$ cat src/rtl/alu_pkg.sv
// alu_pkg: opcodes, display letter codes and FSM state shared by the ALU slice.
package alu_pkg;
    localparam int OP_ADD = 1;
    localparam int OP_SUB = 2;
    localparam int OP_NOT = 3;
    localparam int OP_AND = 4;
    localparam int OP_OR  = 5;
    localparam int OP_XOR = 6;
    localparam int OP_SHL = 7;
    localparam int OP_SHR = 8;
    localparam int OP_MUL = 9;
    typedef logic [3:0] disp_t;
    localparam disp_t DISP_NONE = 4'h0;
    localparam disp_t DISP_A    = 4'hA;
    localparam disp_t DISP_B    = 4'hB;
    localparam disp_t DISP_RES  = 4'hC;
    typedef enum logic {ST_IDLE, ST_MUL} state_t;
endpackage

$ cat src/rtl/alu_seq_if.sv
// alu_seq_if: switch/command inputs and result/flag/display outputs of the ALU.
interface alu_seq_if
    import alu_pkg::*;
#(
    parameter int WIDTH = 8
);
    logic [WIDTH-1:0] sw;
    logic             load_a;
    logic             load_b;
    logic             exec;
    logic [WIDTH-1:0] result;
    logic             carry;
    logic             zero;
    logic [WIDTH-1:0] mul_hi;
    logic             ovf;
    logic             busy;
    logic             done;
    disp_t            disp_sel;
    modport master (
        output sw, load_a, load_b, exec,
        input  result, carry, zero, mul_hi, ovf, busy, done, disp_sel
    );
    modport slave (
        input  sw, load_a, load_b, exec,
        output result, carry, zero, mul_hi, ovf, busy, done, disp_sel
    );
endinterface

$ cat src/rtl/alu_mul_seq.sv
// alu_mul_seq: iterative shift-add unsigned multiplier, one step per cycle, WIDTH steps.
// done is high on the cycle whose clock edge performs the final step; product is that step's result.
module alu_mul_seq #(
    parameter int WIDTH = 8
) (
    input  logic               clk,
    input  logic               rst,
    input  logic               start,
    input  logic [WIDTH-1:0]   a,
    input  logic [WIDTH-1:0]   b,
    output logic               busy,
    output logic               done,
    output logic [2*WIDTH-1:0] product
);
    localparam int CW = $clog2(WIDTH + 1);
    logic [WIDTH-1:0] mcand;
    logic [WIDTH-1:0] hi;
    logic [WIDTH-1:0] lo;
    logic [CW-1:0]    cnt;
    logic [WIDTH:0]   sum;
    // lo starts as the multiplier and is shifted out as product bits shift in
    always_comb begin
        sum     = {1'b0, hi} + (lo[0] ? {1'b0, mcand} : '0);
        product = {sum, lo[WIDTH-1:1]};
        done    = busy && cnt == CW'(1);
    end
    always_ff @(posedge clk) begin
        if (rst) begin
            busy  <= 1'b0;
            cnt   <= '0;
            mcand <= '0;
            hi    <= '0;
            lo    <= '0;
        end else if (start) begin
            busy  <= 1'b1;
            cnt   <= CW'(WIDTH);
            mcand <= a;
            hi    <= '0;
            lo    <= b;
        end else if (busy) begin
            {hi, lo} <= product;
            cnt      <= cnt - CW'(1);
            busy     <= cnt != CW'(1);
        end
    end
endmodule

$ cat src/rtl/alu_seq.sv
// alu_seq: synchronous ALU with operands latched from the switch bus and a multi-cycle MUL.
// Define ALU_OVF_FLAG_EN to drive ovf with signed overflow for ADD/SUB; otherwise ovf stays 0.
module alu_seq
    import alu_pkg::*;
#(
    parameter int WIDTH = 8,
    parameter int OPW   = 4
) (
    input  logic      clk,
    input  logic      rst,
    alu_seq_if.slave  bus
);
    localparam int M = WIDTH - 1;
    state_t             state;
    logic [WIDTH-1:0]   a_q;
    logic [WIDTH-1:0]   b_q;
    logic [OPW-1:0]     op;
    logic [WIDTH:0]     wide;
    logic               alu_v;
    logic               mul_start;
    logic               mul_busy;
    logic               mul_done;
    logic [2*WIDTH-1:0] product;
    assign op        = bus.sw[OPW-1:0];
    assign mul_start = state == ST_IDLE && !bus.load_a && !bus.load_b && bus.exec && op == OPW'(OP_MUL);
    assign bus.busy  = mul_busy;
    // wide carries the carry/borrow/shifted-out bit in its top position
    always_comb begin
        wide = '0;
        case (op)
            OPW'(OP_ADD): wide = {1'b0, a_q} + {1'b0, b_q};
            OPW'(OP_SUB): wide = {1'b0, a_q} - {1'b0, b_q};
            OPW'(OP_NOT): wide = {1'b0, ~a_q};
            OPW'(OP_AND): wide = {1'b0, a_q & b_q};
            OPW'(OP_OR):  wide = {1'b0, a_q | b_q};
            OPW'(OP_XOR): wide = {1'b0, a_q ^ b_q};
            OPW'(OP_SHL): wide = {a_q, 1'b0};
            OPW'(OP_SHR): wide = {a_q[0], 1'b0, a_q[M:1]};
            default:      wide = '0;
        endcase
`ifdef ALU_OVF_FLAG_EN
        alu_v = op == OPW'(OP_ADD) ? (a_q[M] == b_q[M]) && (wide[M] != a_q[M]) :
                op == OPW'(OP_SUB) ? (a_q[M] != b_q[M]) && (wide[M] != a_q[M]) : 1'b0;
`else
        alu_v = 1'b0;
`endif
    end
    alu_mul_seq #(.WIDTH(WIDTH)) u_mul (
        .clk     (clk),
        .rst     (rst),
        .start   (mul_start),
        .a       (a_q),
        .b       (b_q),
        .busy    (mul_busy),
        .done    (mul_done),
        .product (product)
    );
    always_ff @(posedge clk) begin
        if (rst) begin
            state        <= ST_IDLE;
            a_q          <= '0;
            b_q          <= '0;
            bus.result   <= '0;
            bus.carry    <= 1'b0;
            bus.zero     <= 1'b0;
            bus.mul_hi   <= '0;
            bus.ovf      <= 1'b0;
            bus.done     <= 1'b0;
            bus.disp_sel <= DISP_NONE;
        end else begin
            bus.done <= 1'b0;
            case (state)
                ST_IDLE: begin
                    if (bus.load_a || bus.load_b) begin
                        a_q          <= bus.load_a ? bus.sw : a_q;
                        b_q          <= bus.load_a ? b_q : bus.sw;
                        bus.result   <= bus.sw;
                        bus.carry    <= 1'b0;
                        bus.zero     <= bus.sw == '0;
                        bus.ovf      <= 1'b0;
                        bus.disp_sel <= bus.load_a ? DISP_A : DISP_B;
                    end else if (mul_start) begin
                        state <= ST_MUL;
                    end else if (bus.exec) begin
                        bus.result   <= wide[M:0];
                        bus.carry    <= wide[WIDTH];
                        bus.zero     <= wide[M:0] == '0;
                        bus.ovf      <= alu_v;
                        bus.disp_sel <= DISP_RES;
                        bus.done     <= 1'b1;
                    end
                end
                ST_MUL: begin
                    if (mul_done) begin
                        state        <= ST_IDLE;
                        bus.mul_hi   <= product[2*WIDTH-1:WIDTH];
                        bus.result   <= product[M:0];
                        bus.carry    <= product[2*WIDTH-1:WIDTH] != '0;
                        bus.zero     <= product[M:0] == '0;
                        bus.ovf      <= 1'b0;
                        bus.disp_sel <= DISP_RES;
                        bus.done     <= 1'b1;
                    end
                end
                default: state <= ST_IDLE;
            endcase
        end
    end
endmodule

$ cat src/flat_wrapper.sv
// flat-port wrapper written by rule: the top's interface ports become plain ports
module alu_seq_flat import alu_pkg::*;
#(
    parameter int WIDTH = 8,
    parameter int OPW   = 4
)
  (clk, rst, bus_sw, bus_load_a, bus_load_b, bus_exec, bus_result, bus_carry, bus_zero, bus_mul_hi, bus_ovf, bus_busy, bus_done, bus_disp_sel);
  alu_seq_if #(.WIDTH(WIDTH)) bus_i ();
  input  logic clk;
  input  logic rst;
  input wire logic [$bits(bus_i.sw)-1:0] bus_sw;
  input wire logic [$bits(bus_i.load_a)-1:0] bus_load_a;
  input wire logic [$bits(bus_i.load_b)-1:0] bus_load_b;
  input wire logic [$bits(bus_i.exec)-1:0] bus_exec;
  output wire logic [$bits(bus_i.result)-1:0] bus_result;
  output wire logic [$bits(bus_i.carry)-1:0] bus_carry;
  output wire logic [$bits(bus_i.zero)-1:0] bus_zero;
  output wire logic [$bits(bus_i.mul_hi)-1:0] bus_mul_hi;
  output wire logic [$bits(bus_i.ovf)-1:0] bus_ovf;
  output wire logic [$bits(bus_i.busy)-1:0] bus_busy;
  output wire logic [$bits(bus_i.done)-1:0] bus_done;
  output wire logic [$bits(bus_i.disp_sel)-1:0] bus_disp_sel;
  assign bus_i.sw = bus_sw;
  assign bus_i.load_a = bus_load_a;
  assign bus_i.load_b = bus_load_b;
  assign bus_i.exec = bus_exec;
  assign bus_result = bus_i.result;
  assign bus_carry = bus_i.carry;
  assign bus_zero = bus_i.zero;
  assign bus_mul_hi = bus_i.mul_hi;
  assign bus_ovf = bus_i.ovf;
  assign bus_busy = bus_i.busy;
  assign bus_done = bus_i.done;
  assign bus_disp_sel = bus_i.disp_sel;
  alu_seq #(.WIDTH(WIDTH), .OPW(OPW)) u_core (.clk(clk), .rst(rst), .bus(bus_i));
endmodule
$ cat config.mk
export PLATFORM = sky130hd
export DESIGN_NAME = alu_seq_flat
export DESIGN_NICKNAME = d
export VERILOG_FILES = /design/src/rtl/alu_pkg.sv /design/src/rtl/alu_seq_if.sv /design/src/rtl/alu_mul_seq.sv /design/src/rtl/alu_seq.sv /design/src/flat_wrapper.sv
export SDC_FILE = /design/constraint.sdc
export NUM_CORES = 1
export LEC_CHECK = 0
export ABC_AREA = 1
export ABC_CLOCK_PERIOD_IN_PS = 4800
export BUFFER_PORTS_ARGS = -buffer_cell sky130_fd_sc_hd__buf_2
export CAP_MARGIN = 10
export CORE_ASPECT_RATIO = 1.4
export CORE_MARGIN = 4
export CORE_UTILIZATION = 30
export DETAILED_ROUTE_END_ITERATION = 16
export GPL_ROUTABILITY_DRIVEN = 0
export SLEW_MARGIN = 0
export SYNTH_ARGS = -nofsm -noshare
export SYNTH_HDL_FRONTEND = slang
export SYNTH_SLANG_ARGS = --single-unit
$ cat constraint.sdc
create_clock -name clk -period 4.8 [get_ports clk]
set_input_delay 0.48 -clock clk [delete_from_list [all_inputs] [get_ports clk]]
set_output_delay 0.48 -clock clk [all_outputs]
set_load 0.01 [all_outputs]
==> results.json <==
{
  "outcome": "completed",
  "critical_path.top_delay_family": "simple AND/OR/NAND/NOR gates",
  "fp.dieW_um": 112,
  "min_to": "u_core.u_mul.hi[0]",
  "initial_core_util_pct": 30.5,
  "cts_num_sinks": 69,
  "rsz0062_at_grt": "no",
  "ctsRootBufferMaster": "clkbuf_16",
  "hold_depth": 2,
  "finalMaxSlewViolations": 0,
  "ff2ff_setup_slack_ns": 2.11,
  "relSlewSlack_pct": 23.4,
  "synth_nets": 738,
  "ant_nets": 0,
  "yosys-top-cells-area": "dfxtp_1, nand2_1, ha_1",
  "wirelength_um": 14300,
  "post-route-period-util_pct": 58.2,
  "crit_cells": 18,
  "synth.cell_area_mm2": 0.00455,
  "syn-instance-count": 688,
  "drtIter0Drc": 284,
  "reg2reg_depth": 18,
  "clkTransAtPathRegs_ns": 0.06,
  "fp-row-count": 53,
  "io_buffers": 36,
  "die_h_um": 154,
  "power_leakage_nw": 2.60,
  "holdCritStartpoint": "u_core.u_mul.hi[0]",
  "regToRegEndpoint": "u_core.bus.result[7]",
  "drive_gt1_share_pct": 10.3,
  "cts_tree": "yes",
  "ys_seq_area_share_pct": 30.4,
  "synth-edff-count": 0,
  "grt_max_degree": 41,
  "power_w": 0.00168,
  "ys_warn_count": 0,
  "critPathMaxStageDelay_ns": 0.42,
  "grt_first_pass_wirelength_um": 23000,
  "period_minus_slack_ns": 2.80,
  "post-cts-setup-buffers": 0,
  "crit_arrival_ns": 3.06,
  "maxCapViolations": 0,
  "core-area_mm2": 0.0149,
  "detail_route.wl_per_cell_um": 15.6,
  "slowest_stage": "nor2_1",
  "yosysUniqueCellTypes": 42,
  "critPathLaunchType": "primary input",
  "dr.pass1.iters": 6,
  "p_per_area_mw_per_mm2": 321,
  "postCtsHoldBufs": 0,
  "track_usage_pct": 16.8,
  "ys_ff_latch": 69,
  "cts_buffers": 9,
  "htree_levels": 3,
  "area_growth_pct": 14.7,
  "io_pins": 38,
  "die_area_mm2": 0.0172,
  "route.detailed.drc": 0,
  "cts.path.max_buffers": 2,
  "hold_viol_final": 0,
  "finalNetCount": 765,
  "ys.flop_type": "dfxtp_1",
  "viasPerCell": 5.04,
  "setup_tns_ns": 0,
  "grt_pass1_vias": 4543,
  "crit_buf_inv": 3,
  "critPathMostFrequentCell": "nand2_1",
  "worst_pin_slew_ns": 1.15,
  "crit_chain": "buf_2, nor2_1, nand2_1, inv_1, or2_2, xor2_1, inv_1, ha_1, nand2_1, nor2_1, nand2_1, nand3_1, nand2_1, nand3_1, nand2_1, nor2_1, nand4_1, a21oi_1",
  "syn_avg_cell_area_um2": 6.61,
  "finalSetupViolCount": 0,
  "hp-class": "reg -> reg",
  "grt_antenna_before_repair": 0,
  "yosysTopAreaCellShare_pct": 30.4,
  "hpwl_um": 11000,
  "r2r_start": "u_core.b_q[0]",
  "fmax_ghz": 0.358,
  "insertion_delay_ns": 0.34,
  "worst_ir_drop_vdd_v": 0.000133,
  "vias": 4597,
  "overflow": 0,
  "fin_worst_skew_ns": 0.00664,
  "endpoint_kind": "flop",
  "cp.required_ns": 5.06,
  "critPathMaxFanout": 7,
  "cts_resized": 0,
  "synth.largest_area_cell": "dfxtp_1",
  "antenna_cells": 0,
  "critPathKind": "in -> reg",
  "synth-async-reset-ratio_pct": 0
}
[worst min-delay path, delay by kind of cell (launching register included)]
family,cells,cell delay [ns]
DFF,1,0.31
and+or+nand+nor,1,0.06
AOI/OAI and AO/OA,1,0.05
[metrics by stage]
stage	cells	hold slack [ns]	worst slack, ns	cell area [um2]	utilization [%]
global placement	896	0.448	1.70	4870	32.6
global route	912	0.484	1.72	5220	35.0
detailed placement	896	0.461	1.69	4870	32.6
floorplan	688	0.445	2.25	4550	-
CTS	912	0.466	2.01	5220	35.0
finish	912	0.465	2.00	5220	35.0
[where the power goes]
group	leakage, nW	internal (W)	switching (W)
Combinational	1.87	0.0000949	0.000189
Clock	0.165	0.000520	0.000256
Sequential	0.563	0.000592	0.0000255
Total	2.60	0.00121	0.000470
[Yosys cell counts, types with 8 or more instances]
library cell / number
nand2_1: 141
nor2_1: 60
inv_1: 105
o21ai_0: 57
nor3_1: 8
a21oi_1: 65
nand3_1: 46
dfxtp_1: 69
ha_1: 35
xor2_1: 9
clkbuf_1: 15
nand4_1: 10
[worst max-delay path by stage]
stage / startpoint / end / slack [ns]
after floorplan: bus_sw[2] / u_core.bus.result[7] / 2.25
after global placement: bus_sw[2] / u_core.bus.zero / 1.70
after detailed placement: bus_sw[2] / u_core.bus.zero / 1.69
after CTS: bus_sw[2] / u_core.bus.zero / 2.01
after global routing: bus_sw[2] / u_core.bus.result[7] / 1.72
final: bus_sw[2] / u_core.bus.zero / 2.00
[logic make-up after synthesis]
| family | count (synthesis) | share of synthesized area (%) |
|---|---|---|
| other | 1 | 0.0824 |
| and+or+nand+nor | 281 | 26.6 |
| adders and majority gates | 37 | 10.5 |
| xor gates and xnor gates | 10 | 1.92 |
| buffers and inverters | 133 | 11.7 |
| AOI/OAI and AO/OA | 157 | 18.9 |
| DFF | 69 | 30.4 |
[final cells by class]
class                      instances  area (um2)
fill                            1630        9700
inverter                         111         417
timing repair buffer              38         195
multi-input combinational        486        2640
sequential                        69        1380
clock buffer                      10         239
clock inverter                     6         110
tap                              192         240
[routing by layer]
| layer | vias to the layer above | GRT usage [%] | part of all wire (%) |
|---|---|---|---|
| met2 | 158 | 29.0 | 49 |
| li1 | 2305 | - | - |
| met3 | 57 | 3.43 | 5.4 |
| met1 | 2077 | 19.0 | 39 |
| met4 | 0 | 9.91 | 5.7 |
| met5 | - | 0 | 0 |
[placed cells by master (no fill, tap or decap), types with 2 or more instances in the layout]
master      Yosys  routed
ha_1           35      35
dfxtp_1        69      69
nor3_1          8       8
nor2_2          3       3
nor4_1          3       3
o22ai_1         4       4
o21a_1          3       3
o211ai_1        3       3
a22oi_1         4       4
buf_4           2       2
inv_2           6       6
o21ai_0        57      57
nand3_1        46      46
a31oi_1         3       3
nor2_1         60      60
bufinv_16       0       3
or2_2           3       3
o21ai_1         6       6
clkbuf_16       0       9
a221oi_1        2       2
fa_1            2       2
xor2_1          9       9
nand4_1        10      10
nor2_4          2       2
inv_1         105     105
clkinvlp_4      0       2
nand2_1       141     141
a21oi_1        65      65
buf_2           2      36
o21bai_1        4       4
[state kept, by name, indices dropped and copies added (netlist names)]
register,count
u_core.u_mul.mcand,8
u_core.b_q,8
u_core.u_mul.lo,8
u_core.u_mul.busy,1
u_core.u_mul.hi,8
u_core.u_mul.cnt,4
u_core.state,1
u_core.bus.zero,1
u_core.bus.carry,1
u_core.bus.mul_hi,8
u_core.bus.done,1
u_core.a_q,8
u_core.bus.disp_sel,4
u_core.bus.result,8
Note: power is estimated with default switching activity, not from simulation.
